<file path="config.mk">
export PLATFORM = sky130hd
export DESIGN_NAME = dmem_access
export DESIGN_NICKNAME = d
export VERILOG_FILES = /design/src/rtl/rv32i_types.sv /design/src/rtl/load_extend.sv /design/src/rtl/dmem_access.sv
export SDC_FILE = /design/constraint.sdc
export NUM_CORES = 1
export LEC_CHECK = 0
export CAP_MARGIN = 40
export CORE_UTILIZATION = 35
export CTS_BUF_LIST = sky130_fd_sc_hd__clkbuf_2 sky130_fd_sc_hd__clkbuf_4 sky130_fd_sc_hd__clkbuf_8
export CTS_CLUSTER_DIAMETER = 30
export DETAILED_ROUTE_END_ITERATION = 8
export PLACE_DENSITY_LB_ADDON = 0.15
export SYNTH_ARGS = -nofsm -noshare
export SYNTH_HDL_FRONTEND = slang
export SYNTH_SLANG_ARGS = --single-unit
</file>
<file path="constraint.sdc">
create_clock -name clk -period 4.2 [get_ports clk]
set_clock_uncertainty 0.05 [all_clocks]
set_input_delay 0.84 -clock clk [delete_from_list [all_inputs] [get_ports clk]]
set_output_delay 0.84 -clock clk [all_outputs]
set_load 0.05 [all_outputs]
</file>
<file path="src/rtl/rv32i_types.sv">
// Shared types for the data-memory access path: FSM state and load/store funct3 codes.
package rv32i_types;

  typedef enum logic [1:0] {
    IDLE = 2'd0,
    WAIT = 2'd1,
    DONE = 2'd2
  } dmem_state_t;

  // Load funct3 encodings
  localparam logic [2:0] F3_LB  = 3'b000;
  localparam logic [2:0] F3_LH  = 3'b001;
  localparam logic [2:0] F3_LW  = 3'b010;
  localparam logic [2:0] F3_LD  = 3'b011;
  localparam logic [2:0] F3_LBU = 3'b100;
  localparam logic [2:0] F3_LHU = 3'b101;
  localparam logic [2:0] F3_LWU = 3'b110;

  // Store funct3 encodings
  localparam logic [2:0] F3_SB  = 3'b000;
  localparam logic [2:0] F3_SH  = 3'b001;
  localparam logic [2:0] F3_SW  = 3'b010;
  localparam logic [2:0] F3_SD  = 3'b011;

endpackage

</file>
<file path="src/rtl/load_extend.sv">
// Picks the addressed lane out of a memory read word and sign/zero extends it.
module load_extend
  import rv32i_types::*;
#(
  parameter  int DATA_W = 32,
  localparam int BE_W   = DATA_W / 8,
  localparam int OFF_W  = $clog2(BE_W)
) (
  input  logic [DATA_W-1:0] rdata,
  input  logic [2:0]        funct3,
  input  logic [OFF_W-1:0]  offset,
  output logic [DATA_W-1:0] data
);

  logic [DATA_W-1:0] shifted;

  // Move the addressed byte lane down to bit 0, then extend by access width/sign.
  always_comb begin
    shifted = rdata >> {offset, 3'b000};
    data    = shifted;
    case (funct3)
      F3_LB:   data = DATA_W'($signed(shifted[7:0]));
      F3_LH:   data = DATA_W'($signed(shifted[15:0]));
      F3_LW:   data = DATA_W'($signed(shifted[31:0]));
      F3_LBU:  data = DATA_W'(shifted[7:0]);
      F3_LHU:  data = DATA_W'(shifted[15:0]);
      F3_LWU:  data = DATA_W'(shifted[31:0]);
      default: data = shifted;
    endcase
  end

endmodule

</file>
<file path="src/rtl/dmem_access.sv">
// MEM-stage data memory access: alignment/legality check, lane shifting,
// a three-state handshake with the memory, and load result extension.
// Handshake: a request is taken in IDLE when req_valid is high with exactly one
// of req_read/req_write and no fault; the memory strobe then stays high with
// address/data/mask frozen until dmem_resp, and done pulses one cycle later.
module dmem_access
  import rv32i_types::*;
#(
  parameter  int DATA_W = 32,
  parameter  int ADDR_W = 32,
  localparam int BE_W   = DATA_W / 8,
  localparam int OFF_W  = $clog2(BE_W)
) (
  input  logic              clk,
  input  logic              rst,
  input  logic              req_valid,
  input  logic              req_read,
  input  logic              req_write,
  input  logic [2:0]        req_funct3,
  input  logic [ADDR_W-1:0] req_addr,
  input  logic [DATA_W-1:0] req_wdata,
  input  logic [DATA_W-1:0] dmem_rdata,
  input  logic              dmem_resp,
  output logic [ADDR_W-1:0] dmem_address,
  output logic              dmem_read,
  output logic              dmem_write,
  output logic [DATA_W-1:0] dmem_wdata,
  output logic [BE_W-1:0]   mem_byte_enable,
  output logic [BE_W-1:0]   rmask,
  output logic              stall,
  output logic              done,
  output logic [DATA_W-1:0] load_data,
  output logic              fault,
  output dmem_state_t       dbg_state
);

  dmem_state_t       state_q, state_d;
  logic [ADDR_W-1:0] addr_q, addr_d;
  logic [DATA_W-1:0] wdata_q, wdata_d;
  logic [BE_W-1:0]   be_q, be_d;
  logic [BE_W-1:0]   rmask_q, rmask_d;
  logic [2:0]        funct3_q, funct3_d;
  logic [OFF_W-1:0]  off_q, off_d;
  logic              read_q, read_d;
  logic              write_q, write_d;
  logic [DATA_W-1:0] load_data_q, load_data_d;

  logic [OFF_W-1:0]  off;
  logic [1:0]        size;
  logic [BE_W-1:0]   base_mask;
  logic [BE_W-1:0]   mask;
  logic              misalign;
  logic              illegal;
  logic              accept;
  logic [DATA_W-1:0] ext_data;

  load_extend #(.DATA_W(DATA_W)) u_load_extend (
    .rdata  (dmem_rdata),
    .funct3 (funct3_q),
    .offset (off_q),
    .data   (ext_data)
  );

  // Decode the incoming request: lane, byte mask, alignment and legality.
  always_comb begin
    off  = req_addr[OFF_W-1:0];
    size = req_funct3[1:0];
    case (size)
      2'b00:   base_mask = BE_W'(1);
      2'b01:   base_mask = BE_W'(3);
      2'b10:   base_mask = BE_W'(15);
      default: base_mask = '1;
    endcase
    mask = base_mask << off;
    case (size)
      2'b01:   misalign = req_addr[0];
      2'b10:   misalign = |req_addr[1:0];
      2'b11:   misalign = |req_addr[2:0];
      default: misalign = 1'b0;
    endcase
    if (req_write)
      illegal = req_funct3[2] || (DATA_W == 32 && req_funct3 == F3_SD);
    else
      illegal = (req_funct3 == 3'b111) ||
                (DATA_W == 32 && (req_funct3 == F3_LD || req_funct3 == F3_LWU));
    fault  = req_valid && (req_read || req_write) &&
             ((req_read && req_write) || illegal || misalign);
    accept = !rst && (state_q == IDLE) && req_valid &&
             (req_read ^ req_write) && !fault;
  end

  // Next-state and capture logic for the IDLE -> WAIT -> DONE handshake.
  always_comb begin
    state_d     = state_q;
    addr_d      = addr_q;
    wdata_d     = wdata_q;
    be_d        = be_q;
    rmask_d     = rmask_q;
    funct3_d    = funct3_q;
    off_d       = off_q;
    read_d      = read_q;
    write_d     = write_q;
    load_data_d = load_data_q;
    case (state_q)
      IDLE: begin
        if (accept) begin
          addr_d   = {req_addr[ADDR_W-1:OFF_W], OFF_W'(0)};
          wdata_d  = req_wdata << {off, 3'b000};
          be_d     = req_write ? mask : '0;
          rmask_d  = req_read ? mask : '0;
          funct3_d = req_funct3;
          off_d    = off;
          read_d   = req_read;
          write_d  = req_write;
          state_d  = WAIT;
        end
      end
      WAIT: begin
        if (dmem_resp) begin
          if (read_q) load_data_d = ext_data;
          state_d = DONE;
        end
      end
      DONE:    state_d = IDLE;
      default: state_d = IDLE;
    endcase
  end

  // State and request registers; reset drops strobes immediately.
  always_ff @(posedge clk or posedge rst) begin
    if (rst) begin
      state_q     <= IDLE;
      addr_q      <= '0;
      wdata_q     <= '0;
      be_q        <= '0;
      rmask_q     <= '0;
      funct3_q    <= '0;
      off_q       <= '0;
      read_q      <= 1'b0;
      write_q     <= 1'b0;
      load_data_q <= '0;
    end else begin
      state_q     <= state_d;
      addr_q      <= addr_d;
      wdata_q     <= wdata_d;
      be_q        <= be_d;
      rmask_q     <= rmask_d;
      funct3_q    <= funct3_d;
      off_q       <= off_d;
      read_q      <= read_d;
      write_q     <= write_d;
      load_data_q <= load_data_d;
    end
  end

  // Outputs come straight from registers apart from the accept-time stall.
  always_comb begin
    dmem_address    = addr_q;
    dmem_wdata      = wdata_q;
    mem_byte_enable = be_q;
    rmask           = rmask_q;
    load_data       = load_data_q;
    dmem_read       = (state_q == WAIT) && read_q;
    dmem_write      = (state_q == WAIT) && write_q;
    stall           = accept || (state_q == WAIT);
    done            = (state_q == DONE);
    dbg_state       = state_q;
  end

endmodule

</file>
==> key figures <==
Route
  • DRC Markers: 0
  • WL/cell: between 15 and 20 um
  • Routed Antenna Nets: 0
  • Vias per cell: 4.935
  • Initial DRC Count: between 200 and 250
  • Total number of vias: 4392
  • Drt first pass iters: 4
  • Post-Route WL: approximately 15000 um

Clocking
  • Sink Count: 111
  • Worst-skew pair later-pin latency: between 300 and 400 ps
  • CTS tree: built
  • Longest Clk Path Bufs: 2
  • Post-CTS Setup Bufs: 0
  • Htree depth: 3
  • CTS hold repair buffers: 0
  • CTS clock-pin slew for the worst setup and hold paths: roughly 100 ps
  • Root buffer cell: clkbuf_8
  • TritonCTS Buffers: 9
  • Cts repair resizes: 0

Global routing
  • Total track usage: around a fifth
  • Largest net degree at the start of global routing: 79
  • First-pass GRT wire length: roughly 24000 um
  • Initial antenna violation count: 0
  • GRT Residual Overflow: 0
  • Vias in the first global route: around 4500

Synthesis
  • Yosys top cell area share: 51.23%
  • Avg Cell Area, Syn: about 11 sq um
  • Synth top area cells: dfrtp_1 (51%), mux2_2 (15%), mux2i_1 (8.3%)
  • Syn. warnings: 0
  • Most numerous cell in the Yosys netlist: dfrtp_1
  • Number of flops mapped to enable cells by yosys: 0
  • Gate count after technology mapping: 499
  • FFs w/ async S/R, synth: 100.0%
  • Most frequent cells after synthesis: dfrtp_1 (111), mux2_2 (71), a21oi_1 (57)
  • Synthesized cell area: roughly 5400 sq um
  • Seq cells post-synth: 111
  • Synth Flop Type: dfrtp_1
  • Seq/Total Area, Yosys: between 50% and 60%
  • Cell taking the most area after synthesis: dfrtp_1
  • Netlist cell types: 33

STA
  • Final setup viols: 0
  • Setup_tns: 0 ps
  • RSZ-0062 raised after global routing: false
  • Final max-slew violation count: 0
  • Hold Violations, Final: 0
  • Slew @ Worst Pin: roughly 860 ps
  • Period Utilization, post-route: ~84%
  • Relative slew slack: roughly 42%
  • Fmax: ~280 MHz
  • Crit path time final: approximately 3500 ps

Hold path
  • Min-delay worst type: register to register

Layout
  • Synthesis-to-finish area growth: 46.00%
  • Multi-input logic area: 2365 sq um
  • Layout cell share with drive strength beyond 1: ~15%
  • Net count, final: 804
  • Fill cells: 1357
  • ANT cells: 0
  • Register area: ~2800 sq um

Die
  • DIE AREA: approximately 16000 sq um
  • Core Region: between 15000 and 20000 sq um
  • Initial cell density of the core: 35.80%
  • # rows: 45
  • I/O pin count: between 200 and 250
  • Die Span Y: about 130 um
  • Die extent in x: around 130 um

Power and ir drop
  • VDD IR max: roughly 0.33 mV
  • Cell Pwr Density: roughly 680 nW/um^2
  • Overall power: ~5400 uW
  • LEAKAGE: 0.003322 uW

Setup path
  • Kind of critical path: input port to output port
  • Worst path top cell family by delay: buffers and inverters
  • CP Max Fanout: 7
  • CP Launch Type: input port
  • Crit path cell chain: clkdlybuf4s50_1 > inv_1 > ha_1 > nand2_1 > nor4_1 > o21a_4 > or2_2 > buf_12
  • Worst stage delay on the critical path: 600 ps
  • Worst Path Arrival: 2620 ps
  • CP bufs+invs: 3
  • Worst path required time: about 3300 ps
  • Slowest CP cell: clkdlybuf4s50_1
  • Endpoint class of the critical path: output port

Status
  • Status: finished clean

Placement
  • Port Buffers: roughly 210
  • Post-DP HPWL: about 11000 um
  • GP Congestion: 0.8250

Run
  • Max_cap viols: 0
==> placed cells by master (no fill, tap or decap), types with 2 or more instances in the layout <==
cell type          n
clkdlybuf4s50_1  211
dfrtp_1          111
mux2_2            71
a21oi_1           57
nor2_1            50
mux2i_1           45
nand2_1           34
o21ai_0           23
inv_1             17
nor2b_1           14
and2_1            10
a211oi_1           9
clkbuf_8           9
buf_4              5
clkinvlp_4         4
nor3_1             3
buf_12             3
nand2b_1           2
or2_2              2
ha_1               2
conb_1             2
buf_8              2
==> area by class of cell <==
class                           instances  area share [%]
Clock buffer                           10           1.660
Clock inverter                          6          0.8694
Inverter                               18          0.8852
Multi-Input combinational cell        335           29.88
Sequential cell                       111           35.09
Tap cell                              188           2.972
Timing Repair Buffer                  222           28.64
==> routing by layer <==
metal | share of wire, % | track usage (%) | up-vias
met3 | 8.1 | 7.339 | 11
met5 | 0 | 0 | -
li1 | - | - | 2101
met2 | 50 | 32.04 | 135
met1 | 41 | 23.30 | 2145
met4 | 1.2 | 5.032 | 0
==> state kept, by name (all words and copies together), names as in the netlist <==
name / flops
read_q: 1
funct3_q: 3
dmem_wdata: 32
load_data: 32
mem_byte_enable: 4
dmem_address: 30
rmask: 4
write_q: 1
off_q: 2
dbg_state: 2
==> cell families (layout without fill, tap and decap cells) <==
family / Yosys count / count (layout) / synth area share (%)
compound gates: 94 / 94 / 9.485
fa+ha+maj: 2 / 2 / 0.4615
buf+inv: 54 / 256 / 5.354
flops: 111 / 111 / 51.23
mux: 117 / 117 / 23.47
other cells: 1 / 2 / 0.06917
simple gates: 120 / 120 / 9.924
==> power breakdown <==
part,leakage (uW),internal (uW),switching (uW),total (uW)
clock network,0.0000886,285,375,660
logic,0.00187,1100,1950,3050
registers,0.00136,1460,241,1700
==> worst reg2reg max path, delay by kind of cell, from the launching register on <==
family / cells / cell delay [ps]
multiplexers: 1 / 620
flip-flops: 1 / 750
AND/OR/NAND/NOR: 1 / 180
AO/OA/AOI/OAI: 2 / 850
==> metrics by stage <==
step / utilization, % / cells / worst slack (ps) / instance area (sq um) / hold slack, ps
2_1_floorplan: - / 500 / 379.3 / 5425 / 422.0
3_3_place_gp: 50.56 / 871 / 756.8 / 7657 / 421.9
3_5_place_dp: 50.94 / 874 / 673.7 / 7715 / 423.6
4_1_cts: 52.26 / 890 / 679.6 / 7915 / 452.7
5_1_grt: 52.26 / 890 / 599.9 / 7915 / 476.2
6_report: 52.26 / 890 / 689.6 / 7915 / 442.8
==> path summary, 6_finish.rpt <==
| kind | cells past startpoint | to | start | slack [ps] |
|---|---|---|---|---|
| worst max-delay path | 8 | stall | req_write | 690 |
| worst min register to register | 2 | load_data[2]$_DFFE_PP0P_ | load_data[2]$_DFFE_PP0P_ | 440 |
| worst max register to register | 4 | load_data[25]$_DFFE_PP0P_ | off_q[1]$_DFFE_PP0P_ | 1600 |
| worst min-delay path | 2 | load_data[2]$_DFFE_PP0P_ | load_data[2]$_DFFE_PP0P_ | 440 |
| min in group asynchronous | 2 | mem_byte_enable[2]$_DFFE_PP0P_ | rst | 660 |
| max in group asynchronous | 4 | dmem_address[17]$_DFFE_PP0P_ | rst | 2660 |
Note: power is estimated with default switching activity, not from simulation.
